## config.mk

```make
export PLATFORM = sky130hd
export DESIGN_NAME = product_accumulator
export DESIGN_NICKNAME = d
export VERILOG_FILES = /design/src/rtl/product_accumulator.sv
export SDC_FILE = /design/constraint.sdc
export NUM_CORES = 1
export LEC_CHECK = 0
export CAP_MARGIN = 20
export CORE_AREA = 2 2 143 110
export CTS_CLUSTER_DIAMETER = 80
export DETAILED_ROUTE_END_ITERATION = 16
export DIE_AREA = 0 0 145 112
export SYNTH_ARGS = -nofsm -noshare
export SYNTH_HDL_FRONTEND = slang
export SYNTH_SLANG_ARGS = --single-unit
```

## constraint.sdc

```tcl
create_clock -name clk -period 2.99 [get_ports clk]
set_input_delay 0.598 -clock clk [delete_from_list [all_inputs] [get_ports clk]]
set_output_delay 0.598 -clock clk [all_outputs]
set_load 0.01 [all_outputs]
```

## src/rtl/product_accumulator.sv

```systemverilog
// -----------------------------------------------------------------------------
// product_accumulator
//
// Sums a frame of unsigned products arriving from an upstream multiplier and
// hands the frame total, beat count and overflow indication downstream over a
// valid/ready handshake. A two-state FSM alternates between accepting beats
// (ACCUM) and presenting one finished frame result (HOLD).
//
// Parameters
//   LENGTH  operand width of the upstream multiplier (in_prod is 2*LENGTH bits)
//   GUARD   accumulator guard bits; ACC_W = 2*LENGTH + GUARD
//
// Ports
//   clk        clock, all state on the rising edge
//   rst        asynchronous active-low reset
//   in_valid   upstream product beat present
//   in_ready   block accepts a beat this cycle (high in ACCUM)
//   in_prod    unsigned product, 2*LENGTH bits
//   in_last    final beat of the frame, qualified by in_valid
//   out_valid  frame result available (high in HOLD)
//   out_ready  downstream accepts the result
//   out_sum    frame sum, ACC_W bits
//   out_count  number of beats in the frame, saturating at 65535
//   out_ovf    frame sum exceeded 2^ACC_W-1
//
// Configuration
//   PRODUCT_ACCUMULATOR_SATURATE_EN  defined: the accumulator clamps to
//     2^ACC_W-1 on overflow for the rest of the frame. Undefined (default):
//     the accumulator wraps modulo 2^ACC_W. out_ovf is set in both builds.
// -----------------------------------------------------------------------------
module product_accumulator #(
  parameter  int LENGTH = 8,
  parameter  int GUARD  = 4,
  localparam int ACC_W  = 2 * LENGTH + GUARD
) (
  input  logic                  clk,
  input  logic                  rst,
  input  logic                  in_valid,
  output logic                  in_ready,
  input  logic [2*LENGTH-1:0]   in_prod,
  input  logic                  in_last,
  output logic                  out_valid,
  input  logic                  out_ready,
  output logic [ACC_W-1:0]      out_sum,
  output logic [15:0]           out_count,
  output logic                  out_ovf
);

  typedef enum logic {
    ACCUM = 1'b0,
    HOLD  = 1'b1
  } state_t;

  state_t             state;
  logic [ACC_W-1:0]   acc;
  logic [15:0]        cnt;
  logic               ovf;
  // Set once the first beat of a frame has been taken; clear means the next
  // accepted beat loads rather than adds.
  logic               frame_open;

  logic               accept;
  logic [ACC_W:0]     sum_ext;
  logic [ACC_W-1:0]   acc_next;
  logic [15:0]        cnt_next;
  logic               ovf_next;

  // Handshake flags decode from the state register alone, so there is no
  // combinational path from any input to in_ready or out_valid.
  assign in_ready  = (state == ACCUM);
  assign out_valid = (state == HOLD);
  assign accept    = in_valid && in_ready;

  // One extra bit on the adder captures the carry out of ACC_W bits.
  assign sum_ext = {1'b0, acc} + (ACC_W + 1)'(in_prod);

  // NOTE: every signal assigned in this block gets a default first, so no
  // path leaves a value unassigned and no latch is inferred.
  always_comb begin
    acc_next = acc;
    cnt_next = cnt;
    ovf_next = ovf;
    if (!frame_open) begin
      // A single product cannot overflow: ACC_W exceeds 2*LENGTH by GUARD bits.
      acc_next = ACC_W'(in_prod);
      cnt_next = 16'd1;
      ovf_next = 1'b0;
    end else begin
      ovf_next = ovf | sum_ext[ACC_W];
`ifdef PRODUCT_ACCUMULATOR_SATURATE_EN
      // Sticky flag keeps the accumulator pinned at full scale even when a
      // later zero product would not itself carry.
      acc_next = ovf_next ? {ACC_W{1'b1}} : sum_ext[ACC_W-1:0];
`else
      acc_next = sum_ext[ACC_W-1:0];
`endif
      cnt_next = (cnt == 16'hFFFF) ? cnt : cnt + 16'd1;
    end
  end

  // NOTE: sequential state uses non-blocking assignments so every register
  // samples the pre-edge values, independent of statement order.
  always_ff @(posedge clk or negedge rst) begin
    if (!rst) begin
      state      <= ACCUM;
      acc        <= '0;
      cnt        <= '0;
      ovf        <= 1'b0;
      frame_open <= 1'b0;
      out_sum    <= '0;
      out_count  <= '0;
      out_ovf    <= 1'b0;
    end else begin
      case (state)
        ACCUM: begin
          if (accept) begin
            acc        <= acc_next;
            cnt        <= cnt_next;
            ovf        <= ovf_next;
            frame_open <= 1'b1;
            if (in_last) begin
              out_sum    <= acc_next;
              out_count  <= cnt_next;
              out_ovf    <= ovf_next;
              frame_open <= 1'b0;
              state      <= HOLD;
            end
          end
        end
        HOLD: begin
          // Results stay frozen here; beats are not accepted because
          // in_ready is low.
          if (out_ready) begin
            state <= ACCUM;
          end
        end
        default: state <= ACCUM;
      endcase
    end
  end

endmodule

```

==> qor.yml, run 1 <==
status: "finished, final reports clean"
r2r_slack_ns: 0.49
p_leak_uw: 0.00237
fmax_mhz: 348
min_period_ns: 2.88
seq_power_share_pct: 32.5
maxSlewHeadroom_pct: 35.3
grt_pass1_wl_um: 18900
grt.overflow.total: 0
switching_share_pct: 37.6
rsz0062_at_grt: "false"
synth-xor-area-share_pct: 5.42
port_buffers: 59
ff_latch_area_um2: 1900
cts-buffers-inserted: 9
floorplan.rows: 39
cts_tree: "yes"
path_max_fanout: 5
synth-main-ff-cell: "dfrtp_1"
cap_violations: 0
clock_latency_ns: 0.35
clk_path_buf_depth: 2
n_antenna_cell: 0
synth_area_per_cell_um2: 8.97
synth-simple-area-share_pct: 20.0
start_util_pct: 29.3
h-tree-depth: 3
syn_to_final_growth_pct: 28.4
timing.rr.end: "out_sum[10]"
muxShareOfSynthArea_pct: 3.47
dr.pass1.iters: 4
ant_nets: 0
finalHoldViolCount: 0
gp_congestion: 0.843
syn_area_um2: 4360
fin_area_um2: 5600
cts_setup_buffers: 0
end_kind: "flop"
p_sw_uw: 1970
fin_skew_ns: 0.00817
antenna_found_initial: 0
synth.net_count: 525
dpl.hpwl_um: 8130
die_w_um: 145
startpoint_type: "primary input"
synth-seq-cells: 76
grt_util_all_layers_pct: 14.5
synth_edf_count: 0
pin_count: 60
hold_path.class: "in -> async"
pwr-share-clk_pct: 22.4
r2r_cells: 11
wl_um: 11200
cts.sinks: 76
fin_crit_sh_pct: 96.2
seq_area_frac_synth_pct: 43.6
final_nets: 596
dp_slack_ns: -0.240
die_y_um: 112
p_int_uw: 3270
n_fill_cell: 1485
die-area_um2: 16200
setup_viol: 0
yosysUniqueCellTypes: 58
clock-root-buffer: "clkbuf_16"
routedWlPerCell_um: 14.7
synth_compound_area_share_pct: 18.6
tightest_slew_ns: 0.970
post_dp_cell_area_um2: 5280
layout_setup_ws_ns: 0.114
grt_pass1_vias: 3755
p_comb_share_pct: 45.2
yosys.area.top_type: "dfrtp_1"
postCtsHoldBufs: 0
critPathArrivalTime_ns: 3.16
drc_errors: 0
async_reset_ff_share_pct: 100
post_cts_resized: 0
netlist_top_cells_area: "dfrtp_1 (44%), nand2_1 (7.4%), o21ai_0 (6.3%)"
worstSetupPathType: "in -> reg"
synth_top_cell_area_share_pct: 43.6
crit-reg2reg-launch: "acc[0]"
fin_cells: 767
vias: 3804
multi_input_area_um2: 2310
viasPerCell: 4.96
synthAdderAreaFrac_pct: 5.34
critPathRequiredTime_ns: 3.27
power.density_nw_per_um2: 937
clk_pin_slew_ns: 0.06
vdd_drop_max_mv: 0.316
synth_top_family_by_area: "simple AND/OR/NAND/NOR gates"
core_region_area_um2: 14900
synth_warnings: 0
synthCells: 486
initialDrtViolationCount: 245
place_inst: 751
slew_viol_final: 0
most-common-layout-cells: "nand2_1 (85), dfrtp_1 (76), clkdlybuf4s50_1 (58)"
grt_start_max_net_pins: 77
drive_gt1_share_pct: 10.7
layout_commonest_cell: "nand2_1"
==> cells in the mapped netlist (4+ instances only) <==
| library cell | number |
|---|---|
| clkbuf_1 | 14 |
| nand3_1 | 20 |
| buf_2 | 5 |
| ha_1 | 17 |
| dfrtp_1 | 76 |
| mux2i_1 | 14 |
| o21a_1 | 4 |
| a21oi_1 | 31 |
| o221ai_1 | 10 |
| xor2_1 | 13 |
| inv_1 | 9 |
| o31ai_1 | 5 |
| o21ai_0 | 55 |
| xnor2_1 | 14 |
| o211ai_1 | 4 |
| nor3_1 | 10 |
| nor2b_1 | 5 |
| nor2_1 | 32 |
| nand2_1 | 86 |
==> power by group through the flow <==
stage | logic (µW) | registers (µW) | clock network, µW
3_5_place_dp | 2370 | 1710 | 0
4_1_cts | 2380 | 1700 | 1210
2_1_floorplan | 1450 | 1690 | 0
5_1_grt | 2630 | 1760 | 1250
6_report | 2370 | 1700 | 1170
3_3_place_gp | 2320 | 1700 | 0
==> metrics by stage <==
stage	hold slack (ns)	power (µW)	setup TNS (ns)	utilization, %
final	0.401	5250	0	37.6
after floorplan	0.302	3140	0	-
after CTS	0.447	5300	0	37.6
after global placement	0.456	4020	-0.940	35.5
after detailed placement	0.456	4080	-1.51	35.5
after global routing	0.494	5640	0	37.6
==> metal layers <==
metal / up-vias / global-route usage [%] / routed length [µm]
li1: 1862 / - / -
met1: 1845 / 20.0 / 5580
met2: 87 / 21.9 / 5000
met3: 10 / 4.67 / 540
met4: 0 / 3.96 / 121
met5: - / 0 / 0
==> cells by family (layout without fill, tap and decap cells) <==
kind of cell / count (synthesis) / after routing
AO/OA/AOI/OAI: 132 / 132
buffers and inverters: 34 / 110
flip-flops: 76 / 76
multiplexers: 15 / 15
AND/OR/NAND/NOR: 184 / 184
XOR/XNOR: 27 / 27
adder cells (fa/ha/maj): 18 / 18
==> how the worst max path moves through the flow <==
| stage | slack [ns] | cells past startpoint | from | endpoint |
|---|---|---|---|---|
| floorplan | 0.42 | 10 | in_prod[0] | acc[18] |
| global placement | -0.19 | 11 | in_prod[0] | acc[18] |
| detailed placement | -0.24 | 11 | in_prod[0] | acc[18] |
| CTS | 0.12 | 11 | in_prod[0] | acc[18] |
| global route | 0.0003 | 11 | in_prod[0] | acc[18] |
| finish | 0.11 | 11 | in_prod[0] | acc[18] |
==> sequential cells by signal, summed over array words and instances (netlist names) <==
register,cells
out_count,16
frame_open,1
acc,20
out_valid,1
out_ovf,1
out_sum,20
ovf,1
cnt,16
==> worst max-delay path, stage by stage <==
cell             delay, ns
clkdlybuf4s50_1       0.50
ha_1                  0.18
inv_1                 0.06
fa_1                  0.39
nand2b_1              0.20
a21oi_2               0.19
nor3_2                0.07
o21ai_2               0.21
a311oi_4              0.15
or4_1                 0.52
nand4_1               0.10
==> final cells by class <==
type                    count  share of cell area [%]
well taps                 205                    4.58
clock inverters             6                    1.59
multi-input cells         376                    41.2
inverters                   9                   0.603
clock buffers              10                    4.09
flip-flops and latches     76                    34.0
repair buffers             85                    14.0
Power figures use the tool's default switching activity.
==> inputs of run 2 (changes only) <==
--- a/config.mk
+++ b/config.mk
@@ -10,6 +10,8 @@
 export CTS_CLUSTER_DIAMETER = 80
 export DETAILED_ROUTE_END_ITERATION = 16
 export DIE_AREA = 0 0 145 112
+export PLACE_DENSITY = 0.51
+export SLEW_MARGIN = 20
 export SYNTH_ARGS = -nofsm -noshare
 export SYNTH_HDL_FRONTEND = slang
 export SYNTH_SLANG_ARGS = --single-unit
==> run 2 against run 1 <==
Against the previous run: cell count fell by 0.52%; critical path depth unchanged; design area down 0.89%; non-clock buffer count down 2; global-route usage increased by 0.36 points; routed wire length grew 1.3%; combinational power barely moved; via count is 2.4% lower; sequential cell count unchanged; worst hold slack worse by 0.10 ns; critical path type unchanged; critical endpoint unchanged.
==> qor.yml, run 2 (synthesis results as in run 1) <==
status: "finished, final reports clean"
die_y_um: 112  # unchanged
die_w_um: 145  # unchanged
start_util_pct: 29.3  # unchanged
startpoint_type: "primary input"
rsz0062_at_grt: "true"
core_region_area_um2: 14900  # unchanged
p_comb_share_pct: 46.2  # +1.0 points
vdd_drop_max_mv: 0.326  # +3.1%
slew_viol_final: 0  # unchanged
maxSlewHeadroom_pct: 44.6  # +9.3 points
dr.pass1.iters: 4  # unchanged
power.density_nw_per_um2: 919  # -1.9%
place_inst: 749  # -0.27%
vias: 3714  # -2.4%
p_sw_uw: 1930  # -2.0%
fin_skew_ns: 0.00711  # -0.00106 ns
fin_crit_sh_pct: 96.6  # +0.40 points
seq_power_share_pct: 33.4  # +0.9 points
wl_um: 11400  # +1.3%
layout_commonest_cell: "nand2_1"
critPathRequiredTime_ns: 3.26  # about the same
critPathSlowestCell: "or4_1"
critPathArrivalTime_ns: 3.16  # about the same
switching_share_pct: 37.9  # +0.28 points
fin_area_um2: 5550  # -0.89%
routedWlPerCell_um: 14.9  # +1.8%
cts.sinks: 76  # unchanged
finalHoldViolCount: 0  # unchanged
syn_to_final_growth_pct: 27.2
fin_cells: 763  # -0.52%
drc_errors: 0  # unchanged
port_buffers: 59  # unchanged
post_dp_cell_area_um2: 5270  # -0.28%
fmax_mhz: 346  # -0.42%
path_max_fanout: 4  # -1
grt_util_all_layers_pct: 14.9  # +0.36 points
end_kind: "flop"
gp_congestion: 0.827  # -2.0%
cpPeakStageDelay_ns: 0.51  # about the same
ant_nets: 0  # unchanged
clk_path_buf_depth: 2  # unchanged
grt_pass1_vias: 3661  # -2.5%
p_int_uw: 3170  # -3.2%
dpl.hpwl_um: 8150  # +0.21%
grt.overflow.total: 0  # unchanged
grt_pass1_wl_um: 19100  # +1.1%
tightest_slew_ns: 0.829  # -0.141 ns
initialDrtViolationCount: 222  # -9.4%
cts_tree: "yes"
n_fill_cell: 1514  # +2.0%
antenna_found_initial: 0  # unchanged
top_regs: "acc x20, out_sum x20"
tns_ns: 0  # unchanged
die-area_um2: 16200  # unchanged
total_power_uw: 5100  # -2.7%
postCtsHoldBufs: 0  # unchanged
cts-buffers-inserted: 9  # unchanged
setup_viol: 0  # unchanged
clock_latency_ns: 0.34  # about the same
pwr-share-clk_pct: 20.5  # -1.9 points
p_leak_uw: 0.00235  # -0.83%
final_nets: 594  # -0.34%
cap_violations: 0  # unchanged
clock-root-buffer: "clkbuf_16"
h-tree-depth: 3  # unchanged
hold_path.class: "in -> async"
most-common-layout-cells: "nand2_1 (85), dfrtp_1 (76), clkdlybuf4s50_1 (58)"
floorplan.rows: 39  # unchanged
worstSetupPathType: "in -> reg"
drive_gt1_share_pct: 10.0  # -0.64 points
pin_count: 60  # unchanged
cp_cell_sequence: "clkdlybuf4s50_1 > ha_1 > inv_1 > fa_1 > nand2b_1 > a21oi_2 > nor3_2 > o21ai_2 > a311oi_4 > or4_1 > nand4_1"
min_period_ns: 2.89  # +0.0120 ns
clk_pin_slew_ns: 0.06  # about the same
holdWs_ns: 0.296  # -0.105 ns
viasPerCell: 4.87  # -1.9%
n_antenna_cell: 0  # unchanged
grt_start_max_net_pins: 77  # unchanged
run 2: changes by cell type in the layout (fill, tap and decap cells not counted), sizes merged:
cell | before | now
clkbuf | 10 | 11
bufinv | 2 | 1
clkinvlp | 2 | 0
buf | 27 | 25
run 2: area by class of cell:
type / instances / area (µm²) / share of cell area, %
multi-input combinational: 376 / 2310 / 41.7
sequential: 76 / 1900 / 34.3
timing repair buffer: 83 / 772 / 13.9
tap: 205 / 256 / 4.62
clock buffer: 11 / 233 / 4.19
clock inverter: 3 / 40.0 / 0.722
inverter: 9 / 33.8 / 0.609
run 2: what timing repair did:
action / CTS / global route
setup endpoints to repair: 0 / 2
setup buffers: 0 / 0
resized for setup: 0 / 1
run 2: worst paths after layout:
path	cells after the start	slack [ns]	start	to
setup / recovery	11	0.10	in_prod[0]	acc[18]
hold / removal	1	0.30	rst	acc[4]
setup reg to reg	10	0.52	acc[0]	acc[18]
hold reg to reg	2	0.48	out_count[12]	out_count[12]
max in group asynchronous	1	2.22	rst	out_valid
min in group clk	2	0.48	out_count[12]	out_count[12]
run 2: power groups by stage:
stage               registers [µW]  logic (µW)  clock network (µW)
floorplan                     1690        1450                   0
global placement              1710        2310                   0
detailed placement            1720        2340                   0
CTS                           1710        2360                1080
global route                  1760        2640                1120
finish                        1700        2360                1040
run 2: per-stage QoR:
step | utilization, % | setup slack (ns)
6_report | 37.3 | 0.102
5_1_grt | 37.3 | -0.00158
4_1_cts | 37.2 | 0.150
3_5_place_dp | 35.4 | -0.206
3_3_place_gp | 35.4 | -0.197
2_1_floorplan | - | 0.423
run 2: worst max-delay path, delay by kind of cell:
family,cells,cell delay [ns]
buf+inv,2,0.55
simple gates,4,0.87
fa+ha+maj,2,0.55
compound gates,3,0.58
run 2: routing by layer:
| layer | track usage (%) | share of wire, % | up-vias |
|---|---|---|---|
| li1 | - | - | 1859 |
| met1 | 21.4 | 54 | 1777 |
| met2 | 21.3 | 42 | 67 |
| met3 | 4.67 | 3.9 | 11 |
| met4 | 4.36 | 0.90 | 0 |
| met5 | 0 | 0 | - |
